==> src/rtl/shift_pkg.sv <==
// Shared state encoding, constants and helpers for the shift_load_arbiter slice.
`timescale 1ns/1ps
package shift_pkg;

  typedef enum logic [1:0] {
    IDLE  = 2'd0,
    SHIFT = 2'd1,
    DONE  = 2'd2
  } state_t;

  localparam int REQ_N       = 2;
  localparam int DEFAULT_DIV = 25000000;

  function automatic logic [REQ_N-1:0] onehot2(input logic id);
    return id ? 2'b10 : 2'b01;
  endfunction

endpackage

==> src/rtl/shift_load_arbiter_rr_arbiter2.sv <==
// rr_arbiter2: combinational two-way round-robin winner select.
`timescale 1ns/1ps
module rr_arbiter2
  import shift_pkg::*;
(
  input  logic [REQ_N-1:0] req,
  input  logic             last_served,
  output logic             valid,
  output logic             winner
);

  always_comb begin
    valid  = |req;
    winner = 1'b0;
    case (req)
      2'b01:   winner = 1'b0;
      2'b10:   winner = 1'b1;
      // On contention the requester not served last time wins.
      2'b11:   winner = ~last_served;
      default: winner = 1'b0;
    endcase
  end

endmodule

==> src/rtl/shift_load_arbiter.sv <==
// Round-robin owner of one serial shift chain; serialises the granted word LSB-first.
// Optional latch strobe coincident with done: define SHIFT_LATCH_STROBE_EN.
`timescale 1ns/1ps
module shift_load_arbiter
  import shift_pkg::*;
#(
  parameter int WIDTH = 16,
  parameter int DIV   = DEFAULT_DIV
) (
  input  logic             clk_100MHz,
  input  logic             rst_n,
  input  logic [REQ_N-1:0] req,
  input  logic [WIDTH-1:0] data0,
  input  logic [WIDTH-1:0] data1,
  output logic [REQ_N-1:0] grant,
  output logic             busy,
  output logic             serial_out,
  output logic             shift_en,
  output logic             done,
  output logic             done_id,
  output logic             latch_pulse
);

  localparam int CNT_W = $clog2(DIV + 1);
  localparam int BIT_W = $clog2(WIDTH + 1);
  localparam logic [CNT_W-1:0] TICK_RELOAD = CNT_W'(DIV - 1);
  localparam logic [BIT_W-1:0] LAST_BIT    = BIT_W'(WIDTH - 1);
  localparam logic             STROBE_ON_ENTRY = (DIV == 1);

  state_t           state;
  logic [WIDTH-1:0] shadow;
  logic [WIDTH-1:0] shadow_shr;
  logic [BIT_W-1:0] bit_cnt;
  logic [CNT_W-1:0] tick;
  logic             last_served;
  logic             owner;
  logic             arb_valid;
  logic             arb_winner;
  logic [WIDTH-1:0] win_data;
  logic             last_strobe;

  rr_arbiter2 u_arb (
    .req         (req),
    .last_served (last_served),
    .valid       (arb_valid),
    .winner      (arb_winner)
  );

  assign win_data    = arb_winner ? data1 : data0;
  assign shadow_shr  = shadow >> 1;
  assign last_strobe = (state == SHIFT) && (tick == '0) && (bit_cnt == LAST_BIT);

  // shift_en is registered, so it is raised on the edge where tick reaches 0
  // to land in the same cycle the counter reads 0.
  always_ff @(posedge clk_100MHz or negedge rst_n) begin
    if (!rst_n) begin
      state       <= IDLE;
      grant       <= '0;
      busy        <= 1'b0;
      serial_out  <= 1'b0;
      shift_en    <= 1'b0;
      done        <= 1'b0;
      done_id     <= 1'b0;
      shadow      <= '0;
      bit_cnt     <= '0;
      tick        <= TICK_RELOAD;
      last_served <= 1'b1;
      owner       <= 1'b0;
    end else begin
      shift_en <= 1'b0;
      done     <= 1'b0;
      case (state)
        IDLE: begin
          if (arb_valid) begin
            state      <= SHIFT;
            owner      <= arb_winner;
            grant      <= onehot2(arb_winner);
            busy       <= 1'b1;
            shadow     <= win_data;
            serial_out <= win_data[0];
            bit_cnt    <= '0;
            tick       <= TICK_RELOAD;
            shift_en   <= STROBE_ON_ENTRY;
          end
        end
        SHIFT: begin
          if (tick == '0) begin
            shadow     <= shadow_shr;
            serial_out <= shadow_shr[0];
            bit_cnt    <= bit_cnt + 1'b1;
            tick       <= TICK_RELOAD;
            if (bit_cnt == LAST_BIT) begin
              state       <= DONE;
              grant       <= '0;
              busy        <= 1'b0;
              done        <= 1'b1;
              done_id     <= owner;
              last_served <= owner;
            end else begin
              shift_en <= STROBE_ON_ENTRY;
            end
          end else begin
            tick     <= tick - 1'b1;
            shift_en <= (tick == CNT_W'(1));
          end
        end
        DONE:    state <= IDLE;
        default: state <= IDLE;
      endcase
    end
  end

`ifdef SHIFT_LATCH_STROBE_EN
  always_ff @(posedge clk_100MHz or negedge rst_n) begin
    if (!rst_n) begin
      latch_pulse <= 1'b0;
    end else begin
      latch_pulse <= last_strobe;
    end
  end
`else
  assign latch_pulse = 1'b0;
  logic unused_last_strobe;
  assign unused_last_strobe = last_strobe;
`endif

endmodule

==> config.mk <==
export PLATFORM = sky130hd
export DESIGN_NAME = shift_load_arbiter
export DESIGN_NICKNAME = d
export VERILOG_FILES = /design/src/rtl/shift_pkg.sv /design/src/rtl/shift_load_arbiter_rr_arbiter2.sv /design/src/rtl/shift_load_arbiter.sv
export SDC_FILE = /design/constraint.sdc
export NUM_CORES = 1
export LEC_CHECK = 0
export ABC_CLOCK_PERIOD_IN_PS = 4170
export BUFFER_PORTS_ARGS = -buffer_cell sky130_fd_sc_hd__buf_2
export CELL_PAD_IN_SITES_DETAIL_PLACEMENT = 0
export CELL_PAD_IN_SITES_GLOBAL_PLACEMENT = 2
export CORE_AREA = 2 2 87 110
export CTS_CLUSTER_SIZE = 30
export DETAILED_ROUTE_END_ITERATION = 16
export DIE_AREA = 0 0 89 112
export GPL_TIMING_DRIVEN = 1
export HOLD_SLACK_MARGIN = 0.12
export PLACE_DENSITY_LB_ADDON = 0.05
export RECOVER_POWER = 50
export SYNTH_ARGS = -nofsm -noshare
export SYNTH_HDL_FRONTEND = slang
export SYNTH_SLANG_ARGS = --single-unit
==> constraint.sdc <==
create_clock -name clk_100MHz -period 4.17 [get_ports clk_100MHz]
set_input_delay 0 -clock clk_100MHz [delete_from_list [all_inputs] [get_ports clk_100MHz]]
set_output_delay 0 -clock clk_100MHz [all_outputs]
set_load 0.05 [all_outputs]
# Yosys cells after proc, flatten, opt, wreduce, memory -nomap -nowiden
# Cells that the tools add are included.
[totals]
ff_bits = 57
latch_bits = 0
mem_bits_rw = 0
romBits = 0
inputBits = 36
n_memories = 0
[op_classes]
add_sub_neg = 2
mul = 0
div = 0
magnitude_cmp = 0
n_eq_ne = 8
shifts = 0
muxes = 32
n_bitwise = 1
reduce_logical = 10
[ops]
columns = ["cell", "n"]
rows = [
  ["two-way mux 25 bit", 2],
  ["case mux 25 bit (2 select lines)", 1],
  ["two-way mux 16 bit", 3],
  ["case mux 16 bit (2 select lines)", 1],
  ["== test 25 x 1 -> 1 bit, second input constant", 1],
  ["logical NOT 25 bit", 1],
  ["subtractor 25 x 1 -> 25 bit, second input constant", 1],
  ["two-way mux 2 bit", 7],
  ["two-way mux 1 bit", 10],
  ["two-way mux 5 bit", 2],
  ["case mux 5 bit (2 select lines)", 1],
  ["AND reduction 3 bit", 3],
  ["case mux 2 bit (2 select lines)", 2],
  ["case mux 1 bit (2 select lines)", 3],
  ["adder 5 x 1 -> 5 bit, second input constant", 1],
  ["== test 5 x 4 -> 1 bit, second input constant", 1],
  ["== test 2 bit, second input constant", 2],
  ["!= test 2 x 1 -> 1 bit, second input constant", 2],
  ["AND reduction 2 bit", 2],
  ["AND reduction 4 bit", 1],
  ["== test 2 x 1 -> 1 bit, second input constant", 1],
  ["logical NOT 2 bit", 1],
  ["!= test 2 bit, second input constant", 1],
  ["nonzero test 2 bit", 1],
  ["2 further kinds", 2],
]

# Longest topological paths before layout
[depth]
ltp_word = 5
depth_mapped = 8

# By module
# A second synthesis with hierarchy kept.
[unflattened]
cells_unflattened = 320
hier_area_um2 = 3085.5
[modules_own_cells]
columns = ["module", "instances", "cells_per_inst", "area_per_inst_um2", "seq_area_each_um2"]
rows = [
  ["shift_load_arbiter", 1, 318, 3071.7, 1423.9],
  ["rr_arbiter2", 1, 2, 13.8, 0.0],
]

# Worst setup path before layout
# Ideal clock, no wire load.
[synth_path]
path_kind = "register -> register"
start = "reg tick[11]"
end = "reg done_id"
setup_time_ns = 0.127
arrival_ns = 1.844
t_required_ns = 4.043
slack_ns = 2.198
stages_incl_launch_ff = 6
n_path_buf = 0
period_less_slack_ns = 1.972
cell_sequence = "dfstp_2 or4_4 nor3_4 and3_1 and3_2 mux2_1"
[synth_via]
elab_chain_cells = 2
[synth_rtl]
columns = ["item", "line_no", "source"]
rows = [
  ["start, declared", "shift_load_arbiter.sv:34", "logic [CNT_W-1:0] tick;"],
  ["start signal, assigned", "shift_load_arbiter.sv:103", "tick <= tick - 1'b1;"],
  ["logical NOT 25 bit", "shift_load_arbiter.sv:87", "if (tick == '0) begin"],
  ["AND reduction 3 bit (no source line)", "-", ""],
  ["end signal, assigned", "shift_load_arbiter.sv:97", "done_id <= owner;"],
  ["end, declared", "shift_load_arbiter.sv:20", "output logic done_id,"],
]
# No other way between the ends.
# A chain may end at the register's enable or synchronous reset.

# Worst setup path after layout
[layout_path]
start = "reg tick[7]"
end = "reg shadow[1]"
[layout_via]
elab_chain_cells = 3
[layout_rtl]
columns = ["item", "line_no", "source"]
rows = [
  ["logical NOT 25 bit", "shift_load_arbiter.sv:87", ""],
  ["!= test 2 x 1 -> 1 bit (no source line)", "-", ""],
  ["AND reduction 3 bit (no source line)", "-", ""],
  ["end signal, assigned", "shift_load_arbiter.sv:79", "shadow <= win_data;"],
  ["end signal, assigned", "shift_load_arbiter.sv:88", "shadow <= shadow_shr;"],
  ["end, declared", "shift_load_arbiter.sv:31", "logic [WIDTH-1:0] shadow;"],
]
# No other way between the ends.

==> impl_metrics.ini <==
[floorplanning]
fp.coreArea_um2 = 8980
die_w_um = 89
row_count = 39
dieHeight_um = 112
num_io_pins = 44
die_area_um2 = 9970
start_util = 0.338

[yosys]
synth-xor-area-share = 0.0577
syn_nets = 334
synth_compound_area_frac = 0.0742
ys_ff_latch = 56
synth_top_family_by_area = simple AND/OR/NAND/NOR gates
yosysMostFrequentCell = dfrtp_1
synth_area_leaders = dfrtp_1, dfstp_2, mux2i_1
synth_edf_count = 0
mappedNetlistArea_um2 = 3030
ys_types = 50
synth_seq_area_share = 0.469
synth_common_cells = dfrtp_1, nand2_1, nor2_1
synthCells = 294
synth.top_cell.area_share = 0.313
synth-simple-area-share = 0.231
synth.area.mux_share = 0.120
ys.flop_type = dfrtp_1
yosys.area.top_type = dfrtp_1
synth-adder-area-share = 0.0165
async_flop_share = 1.00
synth-warning-count = 0
synth_area_per_cell_um2 = 10.3

[sta]
fin_crit_sh = 0.568
final_hold_viol_count = 0
slew_headroom = 0.443
slew_viol_final = 0
worst_pin_slew_ps = 831
fin_crit_ps = 2370
setup_ws_ps = 1800
fmax_ghz = 0.422
setup_viol = 0
rsz0062_at_grt = no
clock_skew_ps = 7.28
setup_tns_ps = 0

[grt]
antenna_found_initial = 0
grt_max_degree = 57
overflow = 0
grt_pass1_wl_um = 11900
grt_pass1_vias = 2444
track_usage = 0.154

[clock_network]
cts_tree = done
clk_pin_slew_ps = 70
cts_resized = 0
cts_root_buf = clkbuf_16
htree_levels = 2
cts_made_buffers = 5
cts.path.max_buffers = 2
numClockSinks = 56
cts_post_setup_buffers_inserted = 0
insertion_delay_ps = 300

[power]
power.density_nw_per_um2 = 452
ir_drop_v = 0.000205
cellLeakagePower_nw = 1.51

[hold_path]
hold_class = in2reg

[routing]
dr.pass1.iters = 4
viasPerCell = 4.89
drt_iter0_markers = 82
drc_errors = 0
wl_per_cell_um = 15.1
vias = 2276
routed_wirelength_um = 7020
antenna_left = 0

[setup_path]
path_max_fanout = 24
end_kind = flip-flop
cp.required_ps = 4350
slowest_delay_ps = 620
crit_path_top_delay_cell = nor3_1
cp_cell_sequence = nor3_1, and4_1, nand4_4, nand2_4, mux2_2
path_buf_inv = 0
ff2ff_setup_slack_ps = 1800
arrival_ps = 2550
critPathKind = reg2reg
path_delay_family = simple AND/OR/NAND/NOR gates
cp-start-kind = flip-flop

[final_layout]
nNetsFinal = 381
drive_gt1_frac = 0.246
area_growth_pct = 18.2
antenna_cells = 0

[placement]
dp_slack_ps = 1770
place.gp.congestion = 0.765
io_buffers = 42
hpwlAfterDp_um = 5030

[run_status]
status = finished, final reports clean

[flow_run]
drv_cap = 0
stage by stage:
| stage | power [W] | hold WS, ps | util | cells | instance area [um2] |
|---|---|---|---|---|---|
| floorplan | 0.00104 | -296 | - | 294 | 3030 |
| global placement | 0.00116 | 204 | 0.374 | 450 | 3360 |
| detailed placement | 0.00116 | 208 | 0.374 | 450 | 3360 |
| CTS | 0.00165 | 125 | 0.400 | 465 | 3590 |
| global route | 0.00174 | 140 | 0.399 | 465 | 3590 |
| finish | 0.00162 | 123 | 0.399 | 465 | 3590 |
final timing paths:
path | from | endpoint | cells past startpoint
max | tick[7] | shadow[1] | 5
min | data0[11] | shadow[11] | 4
max in group asynchronous | rst_n | shadow[15] | 3
min reg2reg | busy | busy | 1
min in group asynchronous | rst_n | tick[17] | 3
max reg2reg | tick[7] | shadow[1] | 5
placed cells by master (no fill, tap or decap), types with 2 or more instances in the layout:
master | Yosys | final
nand4b_1 | 2 | 2
clkbuf_16 | 0 | 5
nor2_1 | 23 | 23
a21oi_1 | 6 | 6
dfstp_2 | 18 | 18
mux2_1 | 12 | 12
o2bb2ai_1 | 2 | 2
mux2_2 | 6 | 6
nand3_1 | 10 | 10
clkbuf_1 | 4 | 8
or3_1 | 5 | 5
nor4_2 | 3 | 3
nor4b_1 | 2 | 2
nand4_1 | 7 | 7
inv_1 | 5 | 5
nor4_1 | 6 | 6
nand3b_1 | 2 | 2
a21o_1 | 4 | 4
nand2b_1 | 3 | 3
dfrtp_1 | 38 | 38
and3_1 | 3 | 3
buf_2 | 5 | 35
xor2_1 | 14 | 14
buf_4 | 1 | 4
nor3_1 | 7 | 7
ha_1 | 4 | 4
o21ai_0 | 20 | 20
nor3_2 | 2 | 2
mux2i_1 | 16 | 16
dlygate4sd3_1 | 0 | 7
xnor2_1 | 6 | 6
nand2_1 | 35 | 35
cell families (layout without fill, tap and decap cells):
| family | Yosys count | in the layout |
|---|---|---|
| adder cells (fa/ha/maj) | 4 | 4 |
| buffers and inverters | 18 | 66 |
| AND/OR/NAND/NOR | 123 | 123 |
| other | 1 | 1 |
| multiplexers | 34 | 34 |
| XOR/XNOR | 20 | 20 |
| flip-flops | 56 | 56 |
| AO/OA/AOI/OAI | 38 | 38 |
sequential cells by signal, indices dropped and copies added (netlist names):
name / count
grant: 2
done_id: 1
done: 1
shift_en: 1
busy: 1
shadow: 16
state: 2
tick: 25
last_served: 1
bit_cnt: 5
owner: 1
area by class of cell:
| class | instances | area, um2 |
|---|---|---|
| fill | 961 | 5390 |
| multi-input combinational | 220 | 1520 |
| sequential | 56 | 1420 |
| clock inverter | 2 | 35.0 |
| clock buffer | 6 | 129 |
| timing repair buffer | 53 | 302 |
| tap | 123 | 154 |
| inverter | 5 | 18.8 |
worst min-delay path, cell delays in order:
cell and delay (ps):
buf_2 80, mux2i_1 60, o21ai_0 140, mux2_1 120
where the power goes:
group	leakage [nW]	internal (W)	switching, W
clock network	0.0808	0.000283	0.000192
logic	0.761	0.000162	0.000223
registers	0.668	0.000683	0.0000782
total	1.51	0.00113	0.000493
routing by layer:
layer  track usage  up-vias  routed length, um
li1              -     1132                  -
met1         0.188     1095               3160
met2         0.263       39               3450
met3        0.0297       10                252
met4        0.0587        0                159
met5             0        -                  0
repair_timing:
item                                    CTS  global route
endpoints found under the setup margin    0             0
hold buffers                              7             0
endpoints found under the hold margin    42             0
Power figures use the tool's default switching activity.
